===== config.mk =====
export PLATFORM = sky130hd
export DESIGN_NAME = window_scan_ctrl
export DESIGN_NICKNAME = d
export VERILOG_FILES = /design/src/rtl/window_scan_pkg.sv /design/src/rtl/wrap_cnt.sv /design/src/rtl/window_scan_ctrl.sv
export SDC_FILE = /design/constraint.sdc
export NUM_CORES = 1
export LEC_CHECK = 0
export ABC_CLOCK_PERIOD_IN_PS = 3390
export CAP_MARGIN = 20
export CORE_AREA = 2 2 85 87
export DETAILED_ROUTE_END_ITERATION = 6
export DIE_AREA = 0 0 87 89
export PLACE_DENSITY = 0.67
export SYNTH_ARGS = -nofsm -noshare
export SYNTH_HDL_FRONTEND = slang
export SYNTH_SLANG_ARGS = --single-unit

===== constraint.sdc =====
create_clock -name clk -period 3.39 [get_ports clk]
set_input_delay 0.678 -clock clk [delete_from_list [all_inputs] [get_ports clk]]
set_output_delay 0.678 -clock clk [all_outputs]
set_load 0.005 [all_outputs]

===== src/rtl/window_scan_pkg.sv =====
// ============================================================================
// Module      : window_scan_pkg
// Description : Shared types, width helpers and default geometry for the
//               window scan controller.
// Revision    : 1.0 - initial release
// ============================================================================
`default_nettype none

package window_scan_pkg;

    // Width of a coordinate bus able to address 0..n-1; never narrower than 1 bit
    function automatic int calc_width(input int n);
        return (n > 1) ? $clog2(n) : 1;
    endfunction

    // Number of window origins along one axis
    function automatic int calc_positions(input int img, input int win, input int step);
        return (img - win) / step + 1;
    endfunction

    localparam int DEF_IMG_WIDTH  = 41;
    localparam int DEF_IMG_HEIGHT = 50;
    localparam int DEF_WIN_WIDTH  = 24;
    localparam int DEF_WIN_HEIGHT = 24;
    localparam int DEF_STEP       = 1;

    localparam int W_X = calc_width(DEF_IMG_WIDTH);
    localparam int W_Y = calc_width(DEF_IMG_HEIGHT);
    localparam int NX  = calc_positions(DEF_IMG_WIDTH, DEF_WIN_WIDTH, DEF_STEP);
    localparam int NY  = calc_positions(DEF_IMG_HEIGHT, DEF_WIN_HEIGHT, DEF_STEP);

    typedef enum logic [1:0] {
        IDLE     = 2'd0,
        STREAM   = 2'd1,
        WAIT_RES = 2'd2,
        DONE     = 2'd3
    } scan_state_t;

endpackage

`default_nettype wire


===== src/rtl/wrap_cnt.sv =====
// ============================================================================
// Module      : wrap_cnt
// Description : Up-counter stepping by INC that returns to 0 instead of
//               passing MAX; exposes its next value for output registering.
// Revision    : 1.0 - initial release
// ============================================================================
`default_nettype none

module wrap_cnt #(
    parameter int WIDTH = 4,
    parameter int MAX   = 15,
    parameter int INC   = 1
) (
    input  logic             clk,
    input  logic             rst,
    input  logic             clr,
    input  logic             en,
    output logic [WIDTH-1:0] cnt,
    output logic             wrap,
    output logic [WIDTH-1:0] nxt
);

    localparam logic [WIDTH-1:0] c_inc = WIDTH'(INC);

    logic [WIDTH-1:0] r_cnt;

    // Terminal count: another step would pass MAX (evaluated in int, so no overflow)
    assign wrap = (int'(r_cnt) + INC) > MAX;
    assign cnt  = r_cnt;

    always_comb begin
        nxt = r_cnt;
        if (clr) begin
            nxt = '0;
        end else if (en) begin
            nxt = wrap ? '0 : r_cnt + c_inc;
        end
    end

    always_ff @(posedge clk) begin
        if (rst) begin
            r_cnt <= '0;
        end else begin
            r_cnt <= nxt;
        end
    end

endmodule

`default_nettype wire


===== src/rtl/window_scan_ctrl.sv =====
// ============================================================================
// Module      : window_scan_ctrl
// Description : Raster-scans a detection window over the image and streams
//               absolute pixel coordinates over valid/ready, waiting for the
//               classifier verdict between windows.
//               Optional macro SCAN_SKIP_EN adds the win_skip abort input.
// Revision    : 1.0 - initial release
// ============================================================================
`default_nettype none

module window_scan_ctrl
    import window_scan_pkg::*;
#(
    parameter int IMG_WIDTH  = DEF_IMG_WIDTH,
    parameter int IMG_HEIGHT = DEF_IMG_HEIGHT,
    parameter int WIN_WIDTH  = DEF_WIN_WIDTH,
    parameter int WIN_HEIGHT = DEF_WIN_HEIGHT,
    parameter int STEP       = DEF_STEP
) (
    input  logic                                clk,
    input  logic                                rst,
    input  logic                                start,
    output logic                                coord_valid,
    input  logic                                coord_ready,
    output logic [calc_width(IMG_WIDTH)-1:0]    x,
    output logic [calc_width(IMG_HEIGHT)-1:0]   y,
    output logic [calc_width(IMG_WIDTH)-1:0]    win_x,
    output logic [calc_width(IMG_HEIGHT)-1:0]   win_y,
    output logic                                win_last,
    input  logic                                win_done,
`ifdef SCAN_SKIP_EN
    input  logic                                win_skip,
`endif
    output logic                                busy,
    output logic                                scan_done
);

    localparam int c_w_x = calc_width(IMG_WIDTH);
    localparam int c_w_y = calc_width(IMG_HEIGHT);
    localparam logic [c_w_x-1:0] c_i_last = c_w_x'(WIN_WIDTH - 1);
    localparam logic [c_w_y-1:0] c_j_last = c_w_y'(WIN_HEIGHT - 1);

    if (WIN_WIDTH > IMG_WIDTH || WIN_HEIGHT > IMG_HEIGHT || STEP < 1) begin : g_param_check
        $error("window_scan_ctrl: window must fit in image and STEP must be >= 1");
    end

    scan_state_t r_state;
    scan_state_t w_state_nxt;

    logic             r_coord_valid;
    logic [c_w_x-1:0] r_x;
    logic [c_w_y-1:0] r_y;
    logic             r_win_last;
    logic             r_busy;
    logic             r_scan_done;

    logic             w_start_ok;
    logic             w_skip;
    logic             w_xfer;
    logic             w_last_px;
    logic             w_adv;
    logic             w_clr_px;
    logic [c_w_x-1:0] w_i, w_i_nxt, w_wx_nxt;
    logic [c_w_y-1:0] w_j, w_j_nxt, w_wy_nxt;
    logic             w_i_wrap, w_j_wrap, w_wx_wrap, w_wy_wrap;

    assign w_start_ok = start && (r_state == IDLE);
    assign w_xfer     = r_coord_valid && coord_ready;
    assign w_last_px  = w_i_wrap && w_j_wrap;
    assign w_adv      = (r_state == WAIT_RES) && win_done;

`ifdef SCAN_SKIP_EN
    assign w_skip = win_skip && (r_state == STREAM);
`else
    assign w_skip = 1'b0;
`endif

    // Pixel counters restart on a skip even if a transfer coincides with it
    assign w_clr_px = w_skip || w_start_ok;

    wrap_cnt #(.WIDTH(c_w_x), .MAX(WIN_WIDTH - 1), .INC(1)) u_i_cnt (
        .clk(clk), .rst(rst), .clr(w_clr_px), .en(w_xfer),
        .cnt(w_i), .wrap(w_i_wrap), .nxt(w_i_nxt)
    );

    wrap_cnt #(.WIDTH(c_w_y), .MAX(WIN_HEIGHT - 1), .INC(1)) u_j_cnt (
        .clk(clk), .rst(rst), .clr(w_clr_px), .en(w_xfer && w_i_wrap),
        .cnt(w_j), .wrap(w_j_wrap), .nxt(w_j_nxt)
    );

    wrap_cnt #(.WIDTH(c_w_x), .MAX(IMG_WIDTH - WIN_WIDTH), .INC(STEP)) u_wx_cnt (
        .clk(clk), .rst(rst), .clr(w_start_ok), .en(w_adv),
        .cnt(win_x), .wrap(w_wx_wrap), .nxt(w_wx_nxt)
    );

    wrap_cnt #(.WIDTH(c_w_y), .MAX(IMG_HEIGHT - WIN_HEIGHT), .INC(STEP)) u_wy_cnt (
        .clk(clk), .rst(rst), .clr(w_start_ok), .en(w_adv && w_wx_wrap),
        .cnt(win_y), .wrap(w_wy_wrap), .nxt(w_wy_nxt)
    );

    always_comb begin
        w_state_nxt = r_state;
        case (r_state)
            IDLE: begin
                if (start) w_state_nxt = STREAM;
            end
            STREAM: begin
                if (w_skip || (w_xfer && w_last_px)) w_state_nxt = WAIT_RES;
            end
            WAIT_RES: begin
                if (win_done) w_state_nxt = (w_wx_wrap && w_wy_wrap) ? DONE : STREAM;
            end
            DONE: begin
                w_state_nxt = IDLE;
            end
            default: begin
                w_state_nxt = IDLE;
            end
        endcase
    end

    // Outputs are registered from next-state values so they align with the counters
    always_ff @(posedge clk) begin
        if (rst) begin
            r_state       <= IDLE;
            r_coord_valid <= 1'b0;
            r_x           <= '0;
            r_y           <= '0;
            r_win_last    <= 1'b0;
            r_busy        <= 1'b0;
            r_scan_done   <= 1'b0;
        end else begin
            r_state       <= w_state_nxt;
            r_coord_valid <= (w_state_nxt == STREAM);
            r_x           <= w_wx_nxt + w_i_nxt;
            r_y           <= w_wy_nxt + w_j_nxt;
            r_win_last    <= (w_state_nxt == STREAM) && (w_i_nxt == c_i_last) && (w_j_nxt == c_j_last);
            r_busy        <= (w_state_nxt != IDLE);
            r_scan_done   <= (w_state_nxt == DONE);
        end
    end

    assign coord_valid = r_coord_valid;
    assign x           = r_x;
    assign y           = r_y;
    assign win_last    = r_win_last;
    assign busy        = r_busy;
    assign scan_done   = r_scan_done;

endmodule

`default_nettype wire


== After elaboration in Yosys (flattened, before gate mapping) ==
Index checks and enable logic that the tools add are counted.

* Add/sub/neg operators: 10
* Magnitude comparators: 4
* Reduce and logical (&&, ||, !) cells: 12
* Eq/ne operators: 7
* Mux-type cells: 17

{| class="wikitable"
|+ Operators with widths
! kind !! count
|-
| $gt 32x6->1 const B || 4
|-
| $mux 6 || 12
|-
| $add 6x1->7 const B || 4
|-
| $add 6x1->6 const B || 4
|-
| $add 6x6->6 || 2
|-
| $eq 6x5->1 const B || 2
|-
| $logic_and 1x1->1 || 10
|-
| $mux 2 || 4
|-
| $pmux 2 s4 || 1
|-
| $eq 2x2->1 const B || 3
|-
| $eq 2x1->1 const B || 2
|-
| $logic_not 2->1 || 1
|-
| $reduce_bool 2->1 || 1
|}

* Output and inout bits: 28
* Bits in registers: 42

== Depth between registers and ports, before layout ==
* Depth in word-level cells: 9
* Gate-level depth with buffers: 16
* Depth with buffers taken out: 16

== Hierarchy ==
A second synthesis with hierarchy kept.

* Cells, all modules: 359
* Area total of the unflattened synthesis: 2931.6 sq um

{| class="wikitable"
|+ Modules (own cells, without submodules)
! module !! times used !! cells each !! seq. area each (sq um) !! area each (sq um)
|-
| window_scan_ctrl || 1 || 113 || 360.3 || 1021.0
|-
| wrap_cnt at u_i_cnt ... || 2 || 62 || 120.1 || 460.4
|-
| wrap_cnt at u_wx_cnt || 1 || 65 || 120.1 || 500.5
|-
| wrap_cnt at u_wy_cnt || 1 || 57 || 120.1 || 489.2
|}

== Worst setup path before layout ==
Ideal clock, no wire load.

* Kind: register to register
* From: register u_i_cnt.r_cnt[1] (netlist: u_i_cnt.cnt[1])
* To: register r_y[5] (netlist: y[5])
* Data required time: 3.328 ns
* Stages on the path, launching flop included: 13
* Setup slack: 0.233 ns
* Arrival time: 3.095 ns
* Path through: dfxtp_1 ha_1 a21boi_1 a31oi_1 a2111oi_4 mux2_2 nand2_1 inv_1 ha_1 a21oi_1 maj3_2 or4_1 nand3_1

* Longest elaborated chain between the ends: 6

{| class="wikitable"
|+ RTL lines
! item !! RTL line !! text
|-
| start, declared || wrap_cnt.sv:25 || <nowiki>logic [WIDTH-1:0] r_cnt;</nowiki>
|-
| start signal, assigned || wrap_cnt.sv:44 || <nowiki>r_cnt <= nxt;</nowiki>
|-
| $add 6x1->7 || wrap_cnt.sv:28 || <nowiki>assign wrap = (int'(r_cnt) + INC) > MAX;</nowiki>
|-
| $gt 32x6->1 || wrap_cnt.sv:28 ||
|-
| $logic_and 1x1->1 || window_scan_ctrl.sv:87 || <nowiki>.clk(clk), .rst(rst), .clr(w_clr_px), .en(w_xfer && w_i_wrap),</nowiki>
|-
| $mux 6 || wrap_cnt.sv:35 || <nowiki>end else if (en) begin</nowiki>
|-
| $mux 6 || wrap_cnt.sv:33 || <nowiki>if (clr) begin</nowiki>
|-
| named net u_j_cnt.nxt[1] || wrap_cnt.sv:20 || <nowiki>output logic [WIDTH-1:0] nxt</nowiki>
|-
| $add 6x6->6 || window_scan_ctrl.sv:136 || <nowiki>r_y <= w_wy_nxt + w_j_nxt;</nowiki>
|-
| end signal, assigned || window_scan_ctrl.sv:136 ||
|-
| end, declared || window_scan_ctrl.sv:52 || <nowiki>logic [c_w_y-1:0] r_y;</nowiki>
|}

The timed path passes the listed nets, and every way through them passes these cells.
A chain may end at the register's enable or synchronous reset.

== Worst setup path after layout ==
* From: input port coord_ready
* To: register r_y[5] (netlist: y[5])

* Longest elaborated chain between the ends: 5

{| class="wikitable"
|+ RTL lines
! item !! RTL line !! text
|-
| start, declared || window_scan_ctrl.sv:24 || <nowiki>input logic coord_ready,</nowiki>
|-
| $logic_and 1x1->1 || window_scan_ctrl.sv:68 || <nowiki>assign w_xfer = r_coord_valid && coord_ready;</nowiki>
|-
| $logic_and 1x1->1 || window_scan_ctrl.sv:87 ||
|-
| $mux 6 || wrap_cnt.sv:35 ||
|-
| $mux 6 || wrap_cnt.sv:33 ||
|-
| named net u_j_cnt.nxt[0] || wrap_cnt.sv:20 ||
|-
| $add 6x6->6 || window_scan_ctrl.sv:136 ||
|}

The timed path passes the listed nets, and every way through them passes these cells.

==> impl_metrics.yaml <==
run_status:
  outcome: "completed"
synthesis:
  synth_top_area_frac: 0.320
  netlist_area_um2: 2630
  synth-seq-cells: 42
  yosysSeqAreaShare: 0.320
  yosysTopAreaCell: "dfxtp_1"
  ys_types: 61
  synth_edf_count: 0
  ys_async_sr_fraction: 0
  ys_warn_count: 0
  avgSynthCellArea_um2: 8.33
  synth_area_leaders: "dfxtp_1 32%, ha_1 8.1%, nor2_1 5.6%, nand2_1 3.9%, xnor2_1 3.7%"
  synthCells: 316
  synth_nets: 340
  synth-main-ff-cell: "dfxtp_1"
sta:
  slew_violations: 0
  fmax_mhz: 307
  relSlewSlack: 0.708
  tightestPinTransition_ns: 0.430
  min_period_ns: 3.26
  fin_tns_setup_ns: 0
  setup_ws_ns: 0.129
  hold_violations: 0
  skew_ns: 0.00777
  setup_viol: 0
  period_share: 0.962
worst_setup_path:
  crit_fanout: 5
  timing.rr.start: "u_j_cnt.cnt[1]$_SDFF_PP0_"
  path_class: "input pin to flip-flop"
  arrival_ns: 3.50
  r2r_slack_ns: 0.18
  required_ns: 3.63
  cp-start-kind: "input pin"
  cp-end-kind: "flip-flop"
  r2r_end: "y[5]$_SDFF_PP0_"
  r2r_cells: 14
worst_hold_path:
  min_to: "u_wy_cnt.cnt[5]$_SDFF_PP0_"
  hp-class: "flip-flop to flip-flop"
  hold_depth: 2
  hold_start: "u_wy_cnt.cnt[5]$_SDFF_PP0_"
global_route:
  track_usage: 0.164
  first_global_vias: 2182
  antenna_found_initial: 0
  grt_pass1_wl_um: 10200
  overflow: 0
  grt_max_degree: 19
pwr:
  p_seq_frac: 0.558
  vdd_drop_max_mv: 0.114
  switchingPower_mw: 0.209
  p_sw_frac: 0.233
  total_power_mw: 0.895
  p_per_area_nw_per_um2: 264
  clkPwrFrac: 0.378
  comb_power_share: 0.063
  p_leak_nw: 1.32
  p_int_mw: 0.686
clock_tree:
  clock_tree.root_cell: "clkbuf_8"
  cts.sinks: 42
  hold_buffers: 0
  htree_levels: 2
  numCtsBuffers: 5
  cts_tree: "yes"
  path_clk_slew_ns: 0.08
  clk_path_buf_depth: 2
  clock_latency_ns: 0.30
final_layout:
  final_util: 0.504
  drive_gt1_frac: 0.175
  nets: 401
  area_growth_pct: 28.7
  diodes: 0
floorplanning:
  fp.coreArea_um2: 6720
  die_x_um: 87
  die_h_um: 89
  die_area_um2: 7740
  start_util: 0.392
  ioPinCount: 33
  rows: 30
routing:
  post_drt_wl_per_cell_um: 13.5
  vias: 2455
  dr.pass1.iters: 4
  drc: 0
  drtIter0Drc: 74
  wl_um: 6180
  ant_nets: 0
  vias_per_cell: 5.36
placement:
  gp_congestion: 0.884
  port-buffer-count: 32
  pre_cts_ws_ns: -0.0811
  dp_hpwl_um: 4760
job:
  max_cap_viol_count: 0
through the flow:
stage               cell area, µm²  cells  hold WS [ns]
floorplan                     2630    316         0.488
global placement              3240    449         0.525
detailed placement            3240    449         0.538
CTS                           3330    457         0.554
global route                  3390    458         0.588
finish                        3390    458         0.548
power by group through the flow:
stage | sequential, mW | clock [mW] | combinational (mW)
6_report | 0.500 | 0.339 | 0.0566
5_1_grt | 0.500 | 0.364 | 0.0618
4_1_cts | 0.500 | 0.350 | 0.0567
3_5_place_dp | 0.511 | 0 | 0.0568
3_3_place_gp | 0.511 | 0 | 0.0562
2_1_floorplan | 0.512 | 0 | 0.0306
sequential cells by signal, summed over array words and instances, names as in the netlist:
register and count:
busy 1, x 6, scan_done 1, win_last 1, coord_valid 1, r_state 2
u_wy_cnt.cnt 6, u_i_cnt.cnt 6, u_j_cnt.cnt 6, y 6, u_wx_cnt.cnt 6
worst max-delay path, stage by stage:
cell,delay [ns]
clkdlybuf4s50_1,0.50
nand2_2,0.08
a2111oi_4,0.47
and2b_1,0.21
a21oi_1,0.07
or2_1,0.25
inv_1,0.07
ha_1,0.18
a21oi_1,0.08
maj3_2,0.33
or4_1,0.49
nand3_1,0.09
cell usage after synthesis, types with 2 or more instances:
master and n:
dfxtp_1 42, nor2_1 39, nand2_1 27, inv_1 19, a21oi_1 18, ha_1 17
nor3_1 15, o21ai_0 12, nor2b_1 11, xnor2_1 11, nand3_1 9, clkbuf_1 8
and2_1 4, nand3b_1 4, or2_2 4, or3_1 4, a21o_1 3, a22oi_1 3
a31oi_1 3, a32oi_1 3, maj3_1 3, nand4_1 3, or4_1 3, a211o_1 2
and3_1 2, and4b_1 2, fa_1 2, mux2_2 2, mux2i_1 2, nand2b_1 2
nand4b_1 2, nor3b_1 2, nor4_1 2, o211ai_1 2, o22ai_1 2, or2_1 2
cell families (layout without fill, tap and decap cells):
group,after synthesis,after routing,synth area share
XOR/XNOR,11,11,0.0366
flip-flops,42,42,0.320
buffers and inverters,29,91,0.0433
multiplexers,5,5,0.0214
adder cells (fa/ha/maj),23,23,0.112
AO/OA/AOI/OAI,65,65,0.190
AND/OR/NAND/NOR,141,141,0.278
cells in the final DEF, fill, tap and decap left out, types with 6 or more instances in the layout:
cell / Yosys / final
o21ai_0: 12 / 11
a21oi_1: 18 / 18
dfxtp_1: 42 / 38
ha_1: 17 / 16
buf_4: 1 / 32
clkdlybuf4s50_1: 0 / 32
xnor2_1: 11 / 11
nand3_1: 9 / 9
nor2b_1: 11 / 11
inv_1: 19 / 19
nor2_1: 39 / 39
nor3_1: 15 / 15
nand2_1: 27 / 26
clkbuf_8: 0 / 6
area by class of cell:
class | instances | area (µm²)
tap | 80 | 100
clock inverter | 1 | 5.00
clock buffer | 7 | 86.3
timing repair buffer | 64 | 561
multi-input combinational | 245 | 1720
fill | 635 | 3330
inverter | 19 | 71.3
sequential | 42 | 846
how the worst max path moves through the flow:
stage | start | end | slack (ns)
2_1_floorplan | u_i_cnt.cnt[1]$_SDFF_PP0_ | y[5]$_SDFF_PP0_ | 0.23
3_3_place_gp | coord_ready | x[4]$_SDFF_PP0_ | -0.05
3_5_place_dp | coord_ready | x[4]$_SDFF_PP0_ | -0.08
4_1_cts | u_j_cnt.cnt[0]$_SDFF_PP0_ | y[5]$_SDFF_PP0_ | 0.10
5_1_grt | coord_ready | y[5]$_SDFF_PP0_ | -0.01
6_report | coord_ready | y[5]$_SDFF_PP0_ | 0.13
what timing repair did:
action,in CTS,in global routing
setup endpoints to repair,0,6
endpoints found under the hold margin,0,0
resized for setup,0,13
setup buffers,0,1
routing by layer:
metal  wire length [µm]  track usage
met5                  0            0
met2               2870        0.272
met1               2960        0.216
met4                133       0.0611
met3                212       0.0249
No activity file was read; power rests on OpenSTA's default activity.
